[src/rtl/alu_shift_issue_pipe.sv]
// Two-stage issue/retire wrapper around an external combinational shift unit; 2-cycle latency, 1 op/cycle.
// Backpressure: out_ready stalls S2, a stalled S2 stalls S1, and in_ready falls only when both stages hold ops.
module alu_shift_issue_pipe #(
  parameter int TAG_W      = 4,
  parameter int MASK_SHAMT = 1,
  parameter int CNT_W      = 16
) (
  input  logic             clk,
  input  logic             rst,
  input  logic             in_valid,
  output logic             in_ready,
  input  logic [31:0]      in_a,
  input  logic [31:0]      in_b,
  input  logic [3:0]       in_opcode,
  input  logic [TAG_W-1:0] in_tag,
  output logic [31:0]      sh_a,
  output logic [31:0]      sh_b,
  output logic [3:0]       sh_opcode,
  output logic             sh_en,
  input  logic [31:0]      sh_result,
  output logic             out_valid,
  input  logic             out_ready,
  output logic [31:0]      out_result,
  output logic [TAG_W-1:0] out_tag,
  output logic             out_err,
  output logic [CNT_W-1:0] retired_cnt
);

  logic             s1_v, s2_v;
  logic [31:0]      s1_a, s1_b;
  logic [3:0]       s1_op;
  logic [TAG_W-1:0] s1_tag;
  logic             opcode_legal, s2_adv, in_fire, out_fire;

  assign opcode_legal = (s1_op == 4'b0101) || (s1_op == 4'b0110) ||
                        (s1_op == 4'b0111) || (s1_op == 4'b1000);

  // S1 may refill in the same cycle it hands its op to S2.
  assign s2_adv   = s1_v && (!s2_v || out_ready);
  assign in_ready = !s1_v || s2_adv;
  assign in_fire  = in_valid && in_ready;
  assign out_fire = s2_v && out_ready;

  assign sh_a      = s1_a;
  assign sh_b      = (MASK_SHAMT != 0) ? {27'b0, s1_b[4:0]} : s1_b;
  assign sh_opcode = s1_op;
  assign sh_en     = s1_v && opcode_legal;
  assign out_valid = s2_v;

  always_ff @(posedge clk) begin
    if (rst) begin
      s1_v   <= 1'b0;
      s1_a   <= '0;
      s1_b   <= '0;
      s1_op  <= '0;
      s1_tag <= '0;
    end else if (in_fire) begin
      s1_v   <= 1'b1;
      s1_a   <= in_a;
      s1_b   <= in_b;
      s1_op  <= in_opcode;
      s1_tag <= in_tag;
    end else if (s2_adv) begin
      s1_v <= 1'b0;
    end
  end

  // Illegal ops still retire, carrying a zero result and the error flag.
  always_ff @(posedge clk) begin
    if (rst) begin
      s2_v       <= 1'b0;
      out_result <= '0;
      out_tag    <= '0;
      out_err    <= 1'b0;
    end else if (s2_adv) begin
      s2_v       <= 1'b1;
      out_result <= opcode_legal ? sh_result : 32'd0;
      out_tag    <= s1_tag;
      out_err    <= !opcode_legal;
    end else if (out_ready) begin
      s2_v <= 1'b0;
    end
  end

  always_ff @(posedge clk) begin
    if (rst) begin
      retired_cnt <= '0;
    end else if (out_fire) begin
      retired_cnt <= retired_cnt + CNT_W'(1);
    end
  end

endmodule
[config.mk]
export PLATFORM = sky130hd
export DESIGN_NAME = alu_shift_issue_pipe
export DESIGN_NICKNAME = d
export VERILOG_FILES = /design/src/rtl/alu_shift_issue_pipe.sv
export SDC_FILE = /design/constraint.sdc
export NUM_CORES = 1
export LEC_CHECK = 0
export CAP_MARGIN = 10
export CORE_MARGIN = 2
export CORE_UTILIZATION = 41
export CTS_BUF_LIST = sky130_fd_sc_hd__clkbuf_8
export DETAILED_ROUTE_END_ITERATION = 10
export PLACE_DENSITY = 0.88
export SYNTH_ARGS = -nofsm -noshare
export SYNTH_HDL_FRONTEND = slang
export SYNTH_SLANG_ARGS = --single-unit
[constraint.sdc]
create_clock -name clk -period 2.9 [get_ports clk]
set_input_delay 0.58 -clock clk [delete_from_list [all_inputs] [get_ports clk]]
set_output_delay 0.58 -clock clk [all_outputs]
set_load 0.1 [all_outputs]
## Word level (Yosys, flattened, before mapping)

Index checks and enable logic that the tools add are counted.

| word-level totals | value |
|---|---|
| bits in registers | 100 |
| bits of input ports | 108 |
| output and inout port bits | 124 |
| logic and storage cells | 34 |

| operators by class | value |
|---|---|
| $add $sub $neg | 1 |
| equality and inequality tests | 4 |
| mux-type cells | 5 |
| reductions and logical operators | 14 |

Operator list:

| cell | count |
|---|---|
| 32-bit two-way mux | 1 |
| 16-bit by 1-bit adder with 16-bit output, second input constant | 1 |
| 4-bit by 3-bit equality test with 1-bit output, second input constant | 3 |
| 1-bit logical OR | 5 |
| 4-bit equality test, second input constant | 1 |
| 1-bit logical AND | 4 |
| 1-bit two-way mux | 4 |
| 2-bit nonzero test | 2 |
| 1-bit zero test | 3 |

## Longest topological paths before layout

Gate-level depths: netlist (run 1).

| logic depth | value |
|---|---|
| depth after elaboration | 6 |
| depth in mapped cells | 6 |
| gate-level depth less buffers | 5 |

## Worst setup path after synthesis (run 1)

No wires, ideal clock.

| path | value |
|---|---|
| kind | register -> output |
| start point | register s1_op[3], in the netlist sh_opcode[3] |
| end point | output sh_en |
| arrival | 2.763 ns |
| data required time | 2.320 ns |
| path slack | -0.443 ns |
| stages on the path, launching flop included | 4 |
| path buffers | 0 |
| path through | dfxtp_1 nand2b_1 o32a_1 nor2b_1 |

| between the ends | value |
|---|---|
| word-level cells in the longest chain between the ends | 5 |

Ends and longest elaborated chain:

| item | line | RTL |
|---|---|---|
| start, declared | 31 | `logic [3:0] s1_op;` |
| start signal, assigned | 61 | `s1_op <= in_opcode;` |
| 4-bit by 3-bit equality test with 1-bit output | 35 | `assign opcode_legal = (s1_op == 4'b0101) \|\| (s1_op == 4'b0110) \|\|` |
| 1-bit logical OR (2 in series) | 35 |  |
| 1-bit logical OR * | 36 | `(s1_op == 4'b0111) \|\| (s1_op == 4'b1000);` |
| 1-bit logical AND * | 47 | `assign sh_en = s1_v && opcode_legal;` |
| end, declared | 19 | `output logic sh_en,` |

Every way passes the cells marked *; elsewhere a longest branch is shown, timed or not.

## Worst setup path after layout (run 1)

| path | value |
|---|---|
| start point | register s1_op[2], in the netlist sh_opcode[2] |
| end point | output sh_en |

The elaborated chain is that of the path after synthesis.

==> flow_summary.yaml, run 1 <==
run_status:
  outcome: "finished, final reports clean"
yosys:
  synth_cell_type_count: 34
  yosysWarnings: 0
  syn_inst: 408
  synth_edf_count: 0
  yosys_register_bits: 100
  async_flop_share_pct: 0
  synth.cell_area_um2: 3700
  avgSynthCellArea_um2: 9.06
  yosysSeqAreaShare_pct: 54.2
  synthFlopType: "dfxtp_1"
critical_path:
  crit_end: "sh_en"
  start_kind: "register"
  path_depth: 4
  critPathTopFamily: "compound AO/OA/AOI/OAI gates"
  reg2reg_slack_ns: 1.14
  crit_path_max_fanout: 4
  r2r_end: "retired_cnt[15]"
  crit_chain: "nand2b_1 -> o32a_1 -> nor2b_2 -> buf_4"
  cp-startpoint: "sh_opcode[2]"
  cp-end-kind: "primary output"
  path_buf_inv: 1
  setup.worst_path.class: "reg -> out"
  r2r_cells: 4
  slowest_delay_ns: 0.38
  r2r_start: "retired_cnt[6]"
  critical_path_required_ns: 2.32
  cp_slowest_cell: "o32a_1"
  arrival_ns: 1.64
grt:
  grt_pass1_wl_um: 15000
  grt-ovfl-total: 0
  track_usage_pct: 18.4
  grt_max_degree: 46
  antenna_found_initial: 0
  grt_pass1_vias: 3187
finish:
  stdcell_area_um2: 5450
  instances_no_fill: 690
  antenna_cells: 0
  final_cell_mix: "buf_4, nand2_1, dfxtp_1"
  mostFrequentLayoutCell: "buf_4"
  drive_gt1_share_pct: 22.0
  syn2layout_area_growth_pct: 47.5
  fin_nets: 687
  fin_util_pct: 62.5
clocking:
  clk_latency_ns: 0.35
  cts-htree-levels: 3
  hold_buffers: 0
  clock-sinks: 100
  root_buffer: "clkbuf_8"
  clkTransAtPathRegs_ns: 0.10
  cts_setup_buffers: 0
  numCtsBuffers: 9
  cts_tree: "done"
  cts_max_path_buffers: 2
  post_cts_resized: 0
timing:
  rsz0062_at_grt: "no"
  tightest_slew_ns: 0.563
  fin_tns_setup_ns: 0
  finalSetupViolCount: 0
  fin_skew_ns: 0.00984
  fin_crit_sh_pct: 76.7
  fmax_ghz: 0.450
  finalHoldViolCount: 0
  min_period_ns: 2.22
  slew_headroom_pct: 62.4
  drv_slew: 0
die:
  rows: 34
  ios: 232
  die_h_um: 98.9
  core_um2: 8720
  start_util_pct: 42.4
  die_area_um2: 9790
  die_x_um: 98.9
place:
  place_area_um2: 5240
  portBuffers: 177
  dpl.cell_count: 675
  dp_hpwl_um: 6960
  place_congestion: 0.771
hold_path:
  hold-path-cell-count: 2
  holdCritPathClass: "reg -> reg"
power:
  p_leak_uw: 0.00234
  ir_worst_vdd_mv: 0.300
  power_density_nw_per_um2: 579
detailed_routing:
  vias: 3398
  dr.pass1.iters: 4
  route.detailed.drc: 0
  drt-vias-per-instance: 4.92
  ant_nets: 0
  drt-initial-drc-count: 96
  routed_wl_um: 9380
  wire_per_inst_um: 13.6
job:
  max-cap-violations: 0
==> worst register-to-register path, delay by kind of cell, from the launching register on <==
family	cells	cell delay, ns
compound gates	1	0.16
simple gates	3	1.09
flops	1	0.45
==> synthesized netlist by cell type (all sizes together) (4+ instances only) <==
| library cell | count | area, um^2 |
|---|---|---|
| nand3 | 4 | 20.0 |
| buf | 34 | 238 |
| nand4 | 4 | 31.3 |
| xor2 | 6 | 52.6 |
| xnor2 | 5 | 43.8 |
| a21oi | 52 | 260 |
| nor2 | 20 | 75.1 |
| nor3 | 4 | 20.0 |
| dfxtp | 100 | 2000 |
| mux2i | 4 | 40.0 |
| a22o | 32 | 280 |
| clkbuf | 16 | 60.1 |
| inv | 4 | 15.0 |
| nand2 | 99 | 372 |
==> state kept, by name (all words and copies together), names as in the netlist <==
name         count
out_err          1
out_result      32
out_tag          4
out_valid        1
retired_cnt     16
s1_b             5
s1_tag           4
s1_v             1
sh_a            32
sh_opcode        4
==> final cells by class <==
class	count	area, um^2
Fill cell	722	3270
Timing Repair Buffer	183	1580
Inverter	4	15.0
Sequential cell	100	2000
Tap cell	108	135
Clock buffer	9	124
Clock inverter	6	90.1
Multi-Input combinational cell	280	1500
==> layer usage <==
layer	up-vias	global-route usage [%]	wire [um]
li1	1657	-	-
met1	1582	22.1	3810
met2	142	31.6	4680
met3	17	5.32	708
met4	0	6.22	187
met5	-	0	0
==> how the worst min path moves through the flow <==
| stage | startpoint | to | slack (ns) |
|---|---|---|---|
| 2_1_floorplan | s1_tag[0] | s1_tag[0] | 0.44 |
| 3_3_place_gp | s1_tag[2] | s1_tag[2] | 0.44 |
| 3_5_place_dp | sh_a[5] | sh_a[5] | 0.45 |
| 4_1_cts | sh_a[5] | sh_a[5] | 0.46 |
| 5_1_grt | sh_a[17] | sh_a[17] | 0.48 |
| 6_report | sh_a[18] | sh_a[18] | 0.46 |
==> stage by stage <==
stage | hold slack (ns) | total power, uW | setup WS [ns]
after detailed placement | 0.451 | 2240 | 0.425
after CTS | 0.463 | 3190 | 0.654
after global routing | 0.484 | 3280 | 0.570
final | 0.459 | 3160 | 0.676
after floorplan | 0.436 | 2060 | 0.0804
after global placement | 0.443 | 2230 | 0.446
==> power breakdown <==
| part | internal, uW | leakage (uW) | switching [uW] |
|---|---|---|---|
| registers | 1420 | 0.000816 | 27.8 |
| clock network | 485 | 0.000111 | 469 |
| logic | 184 | 0.00141 | 574 |
| total | 2090 | 0.00234 | 1070 |
==> cells by family (layout without fill, tap and decap cells) <==
kind of cell | Yosys count | in the layout | synth area share, %
flip-flops | 100 | 100 | 54.2
buffers and inverters | 54 | 202 | 8.46
AO/OA/AOI/OAI | 90 | 90 | 15.7
multiplexers | 4 | 4 | 1.08
XOR/XNOR | 11 | 11 | 2.61
AND/OR/NAND/NOR | 147 | 147 | 17.5
other | 1 | 27 | 0.101
adder cells (fa/ha/maj) | 1 | 1 | 0.338
No activity file was read; power rests on OpenSTA's default activity.
==> inputs of run 2 (changes only) <==
--- a/config.mk
+++ b/config.mk
@@ -7,10 +7,10 @@
 export LEC_CHECK = 0
 export CAP_MARGIN = 10
 export CORE_MARGIN = 2
-export CORE_UTILIZATION = 41
+export CORE_UTILIZATION = 38
 export CTS_BUF_LIST = sky130_fd_sc_hd__clkbuf_8
 export DETAILED_ROUTE_END_ITERATION = 10
-export PLACE_DENSITY = 0.88
+export PLACE_DENSITY = 0.83
 export SYNTH_ARGS = -nofsm -noshare
 export SYNTH_HDL_FRONTEND = slang
 export SYNTH_SLANG_ARGS = --single-unit
==> constraint.sdc (replaced) <==
create_clock -name clk -period 2.2 [get_ports clk]
set_input_delay 0.44 -clock clk [delete_from_list [all_inputs] [get_ports clk]]
set_output_delay 0.44 -clock clk [all_outputs]
set_load 0.1 [all_outputs]
==> run 2 against run 1 <==
Power up 32%. Via count fell by 0.91%. Register-to-register slack worse by 0.63 ns. Largest power group unchanged. Clock power rose by 29%. Count of clock-buffer cells in the layout stayed put. Final area rose by 2.6%. Global-route usage is 0.91 points lower. Non-clock buffer count rose by 4.
==> flow_summary.yaml, run 2 (same netlist as run 1, synthesis figures left out) <==
critical_path:
  r2r_start: "retired_cnt[6]"
  slowest_delay_ns: 0.38
  crit_path_max_fanout: 4
  r2r_cells: 4
  critical_path_required_ns: 1.76
  cp_slowest_cell: "o32a_1"
  arrival_ns: 1.54
  cp-end-kind: "primary output"
  setup.worst_path.class: "reg -> out"
  path_depth: 4
  path_buf_inv: 1
  critPathTopFamily: "compound AO/OA/AOI/OAI gates"
  crit_chain: "nand2b_1 -> o32a_1 -> nor2b_4 -> buf_12"
  cp-startpoint: "sh_opcode[2]"
  start_kind: "register"
finish:
  antenna_cells: 0
  drive_gt1_share_pct: 25.3
  mostFrequentLayoutCell: "buf_4"
  regArea_um2: 2030
  instances_no_fill: 715
  final_cell_mix: "buf_4, nand2_1, dfxtp_1"
  fin_nets: 691
  syn2layout_area_growth_pct: 51.4
  fill_cells: 808
  multi_input_area_um2: 1510
timing:
  fin_skew_ns: 0.0139
  fin_tns_setup_ns: 0
  rsz0062_at_grt: "no"
  fmax_ghz: 0.504
  finalWorstSetupSlack_ns: 0.217
  min_period_ns: 1.98
  finalHoldViolCount: 0
  drv_slew: 0
  finalSetupViolCount: 0
  fin_crit_sh_pct: 90.1
grt:
  track_usage_pct: 17.5
  grt_max_degree: 46
  antenna_found_initial: 0
  grt_pass1_vias: 3098
  grt_pass1_wl_um: 14800
  grt-ovfl-total: 0
die:
  die_h_um: 103
  die_x_um: 103
  ios: 232
  die_area_um2: 10500
  core_um2: 9330
  start_util_pct: 39.6
  rows: 35
clocking:
  cts_setup_buffers: 0
  cts_tree: "done"
  clkTransAtPathRegs_ns: 0.10
  clock-sinks: 100
  post_cts_resized: 0
  cts_max_path_buffers: 2
  clk_latency_ns: 0.35
  numCtsBuffers: 9
  cts-htree-levels: 3
  hold_buffers: 0
  root_buffer: "clkbuf_8"
hold_path:
  hold-path-cell-count: 2
  min_from: "sh_a[11]"
  holdCritPathClass: "reg -> reg"
detailed_routing:
  top_layer: "met4"
  drt-vias-per-instance: 4.71
  drt-initial-drc-count: 75
  ant_nets: 0
  met3_length_um: 902
  vias: 3367
  routed_wl_um: 9780
  met1_length_um: 4010
  route.met2.wl_um: 4760
  wire_per_inst_um: 13.7
  route.detailed.drc: 0
  dr.pass1.iters: 4
run_status:
  outcome: "finished, final reports clean"
power:
  power_density_nw_per_um2: 743
  p_leak_uw: 0.00238
  clock_power_share_pct: 29.6
  sw_frac_of_total_pct: 33.7
  seq_power_share_pct: 45.9
  comb_power_share_pct: 24.5
  ir_worst_vdd_mv: 0.334
  p_switching_uw: 1400
  p_int_uw: 2750
place:
  portBuffers: 177
  dp_hpwl_um: 7200
  dp_slack_ns: 0.110
  place_congestion: 0.721
  dpl.cell_count: 700
job:
  max-cap-violations: 0
run 2: worst min-delay path, delay by kind of cell, from the launching register on:
family	cells	cell delay [ns]
AO/OA/AOI/OAI	1	0.05
AND/OR/NAND/NOR	1	0.05
flip-flops	1	0.32
run 2: power groups by stage:
stage	Sequential, uW	Clock [uW]	Combinational [uW]
after global placement	1940	0	1010
after global routing	1920	1360	1060
after floorplan	2340	0	374
final	1910	1230	1020
after detailed placement	1950	0	1020
after CTS	1910	1270	1020
run 2: final timing paths:
kind / end / slack (ns)
worst max-delay path: sh_en / 0.22
worst min register to register: sh_a[11] / 0.46
worst min-delay path: sh_a[11] / 0.46
worst max register to register: retired_cnt[15] / 0.51
run 2: per-layer routing:
| metal | vias to the layer above | track usage (%) |
|---|---|---|
| met1 | 1558 | 21.2 |
| met2 | 134 | 29.9 |
| met5 | - | 0 |
| met3 | 13 | 6.31 |
| li1 | 1662 | - |
| met4 | 0 | 3.90 |
run 2: final cells by class:
cell class	count	area share, %
flip-flops and latches	100	36.2
repair buffers	187	29.9
multi-input cells	280	27.0
well taps	129	2.89
clock buffers	9	2.21
clock inverters	6	1.48
inverters	4	0.268
run 2: per-stage QoR:
step,hold slack [ns],total power (uW),util [%],area [um^2]
floorplan,0.436,2710,-,3840
global placement,0.443,2960,57.8,5390
detailed placement,0.447,2970,57.8,5390
CTS,0.462,4200,60.0,5590
global route,0.486,4330,60.0,5590
finish,0.460,4150,60.0,5590
==> inputs of run 3 (changes only) <==
--- a/config.mk
+++ b/config.mk
@@ -9,7 +9,9 @@
 export CORE_MARGIN = 2
 export CORE_UTILIZATION = 38
 export CTS_BUF_LIST = sky130_fd_sc_hd__clkbuf_8
+export CTS_CLUSTER_DIAMETER = 120
 export DETAILED_ROUTE_END_ITERATION = 10
+export MAX_ROUTING_LAYER = met4
 export PLACE_DENSITY = 0.83
 export SYNTH_ARGS = -nofsm -noshare
 export SYNTH_HDL_FRONTEND = slang
==> run 3 against run 2 <==
Sequential cell count is the same. Combinational power about the same. Fmax about the same. First-iteration DRC count rose by 4.0%. Sequential share of layout area unchanged. Global-route usage rose by 0.53 points.
==> flow_summary.yaml, run 3 (same netlist as run 1, synthesis figures left out) <==
run_status:
  outcome: "finished, final reports clean"
detailed_routing:
  top_layer: "met4"
  vias: 3375
  route.detailed.drc: 0
  route.met2.wl_um: 4780
  ant_nets: 0
  met3_length_um: 840
  dr.pass1.iters: 4
  routed_wl_um: 9800
  met1_length_um: 4090
  wire_per_inst_um: 13.7
  drt-initial-drc-count: 78
  drt-vias-per-instance: 4.72
finish:
  fin_util_pct: 60.0
  antenna_cells: 0
  multi_input_area_um2: 1510
  final_cell_mix: "buf_4, nand2_1, dfxtp_1"
  drive_gt1_share_pct: 25.3
  regArea_um2: 2030
  mostFrequentLayoutCell: "buf_4"
  syn2layout_area_growth_pct: 51.4
  fin_nets: 691
  fill_cells: 808
place:
  place_congestion: 0.729
  dp_hpwl_um: 7200
  portBuffers: 177
critical_path:
  cp_slowest_cell: "clkdlybuf4s50_1"
  r2r_start: "retired_cnt[6]"
  crit_end: "in_ready"
  arrival_ns: 1.54
  r2r_end: "retired_cnt[15]"
  slowest_delay_ns: 0.43
  reg2reg_slack_ns: 0.51
  r2r_cells: 4
  crit_path_max_fanout: 5
  start_kind: "input pin"
  crit_chain: "clkdlybuf4s50_1 -> buf_4 -> nand3b_1 -> buf_12"
  cp-end-kind: "primary output"
  cp-startpoint: "out_ready"
  setup.worst_path.class: "in -> out"
  critical_path_required_ns: 1.76
job:
  max-cap-violations: 0
grt:
  grt_pass1_vias: 3098
  grt-ovfl-total: 0
  grt_pass1_wl_um: 14800
  antenna_found_initial: 0
  grt_max_degree: 46
  track_usage_pct: 18.1
clocking:
  cts_tree: "done"
  cts-htree-levels: 3
  hold_buffers: 0
  root_buffer: "clkbuf_8"
  clkTransAtPathRegs_ns: 0.10
  numCtsBuffers: 9
  cts_max_path_buffers: 2
  cts_setup_buffers: 0
  post_cts_resized: 0
  clock-sinks: 100
  clk_latency_ns: 0.35
die:
  ios: 232
  rows: 35
  die_area_um2: 10500
  core_um2: 9330
  die_h_um: 103
  die_x_um: 103
  start_util_pct: 39.6
power:
  p_switching_uw: 1400
  p_total_uw: 4150
  sw_frac_of_total_pct: 33.7
  p_int_uw: 2750
  power_density_nw_per_um2: 743
  ir_worst_vdd_mv: 0.334
  seq_power_share_pct: 45.9
  p_leak_uw: 0.00238
  clock_power_share_pct: 29.6
  comb_power_share_pct: 24.5
timing:
  drv_slew: 0
  rsz0062_at_grt: "no"
  min_period_ns: 1.98
  finalHoldViolCount: 0
  fin_crit_sh_pct: 90.1
  fmax_ghz: 0.504
  fin_skew_ns: 0.0131
  finalSetupViolCount: 0
hold_path:
  holdCritPathClass: "reg -> reg"
  min_from: "sh_a[11]"
-- run 3: cell counts in the layout (fill, tap and decap cells not counted) --
No cell type changed its count.
-- run 3: stage by stage --
step	setup TNS (ns)	std cells	area [um^2]	hold slack, ns	setup slack, ns
floorplan	-5.56	434	3840	0.436	-0.142
global placement	0	700	5390	0.443	0.113
detailed placement	0	700	5390	0.447	0.110
CTS	0	715	5590	0.462	0.174
global route	0	715	5590	0.486	0.150
finish	0	715	5590	0.460	0.217
-- run 3: cell type report --
cell class,count,share of cell area (%)
timing repair buffer,187,29.9
tap,129,2.89
sequential,100,36.2
clock inverter,6,1.48
clock buffer,9,2.21
inverter,4,0.268
multi-input combinational,280,27.0
-- run 3: critical path, delay by kind of cell --
kind                   cells  cell delay, ns
buffers and inverters      3            0.83
AND/OR/NAND/NOR            1            0.26
-- run 3: power by group through the flow --
stage	Combinational, uW	Sequential [uW]	Clock [uW]
global route	1060	1920	1360
finish	1020	1910	1230
detailed placement	1020	1950	0
floorplan	374	2340	0
CTS	1020	1910	1270
global placement	1010	1940	0
-- run 3: worst min path at each step --
stage | slack (ns) | to | depth (start not counted)
after floorplan | 0.44 | s1_tag[0] | 2
after global placement | 0.44 | sh_a[15] | 2
after detailed placement | 0.45 | s1_b[2] | 2
after CTS | 0.46 | s1_b[2] | 2
after global routing | 0.49 | s1_b[1] | 2
final | 0.46 | sh_a[11] | 2
-- run 3: layer usage --
layer | global-route usage, % | up-vias
met2 | 29.8 | 135
met5 | - | -
met4 | 3.90 | 0
met3 | 5.49 | 13
li1 | - | 1662
met1 | 21.8 | 1565
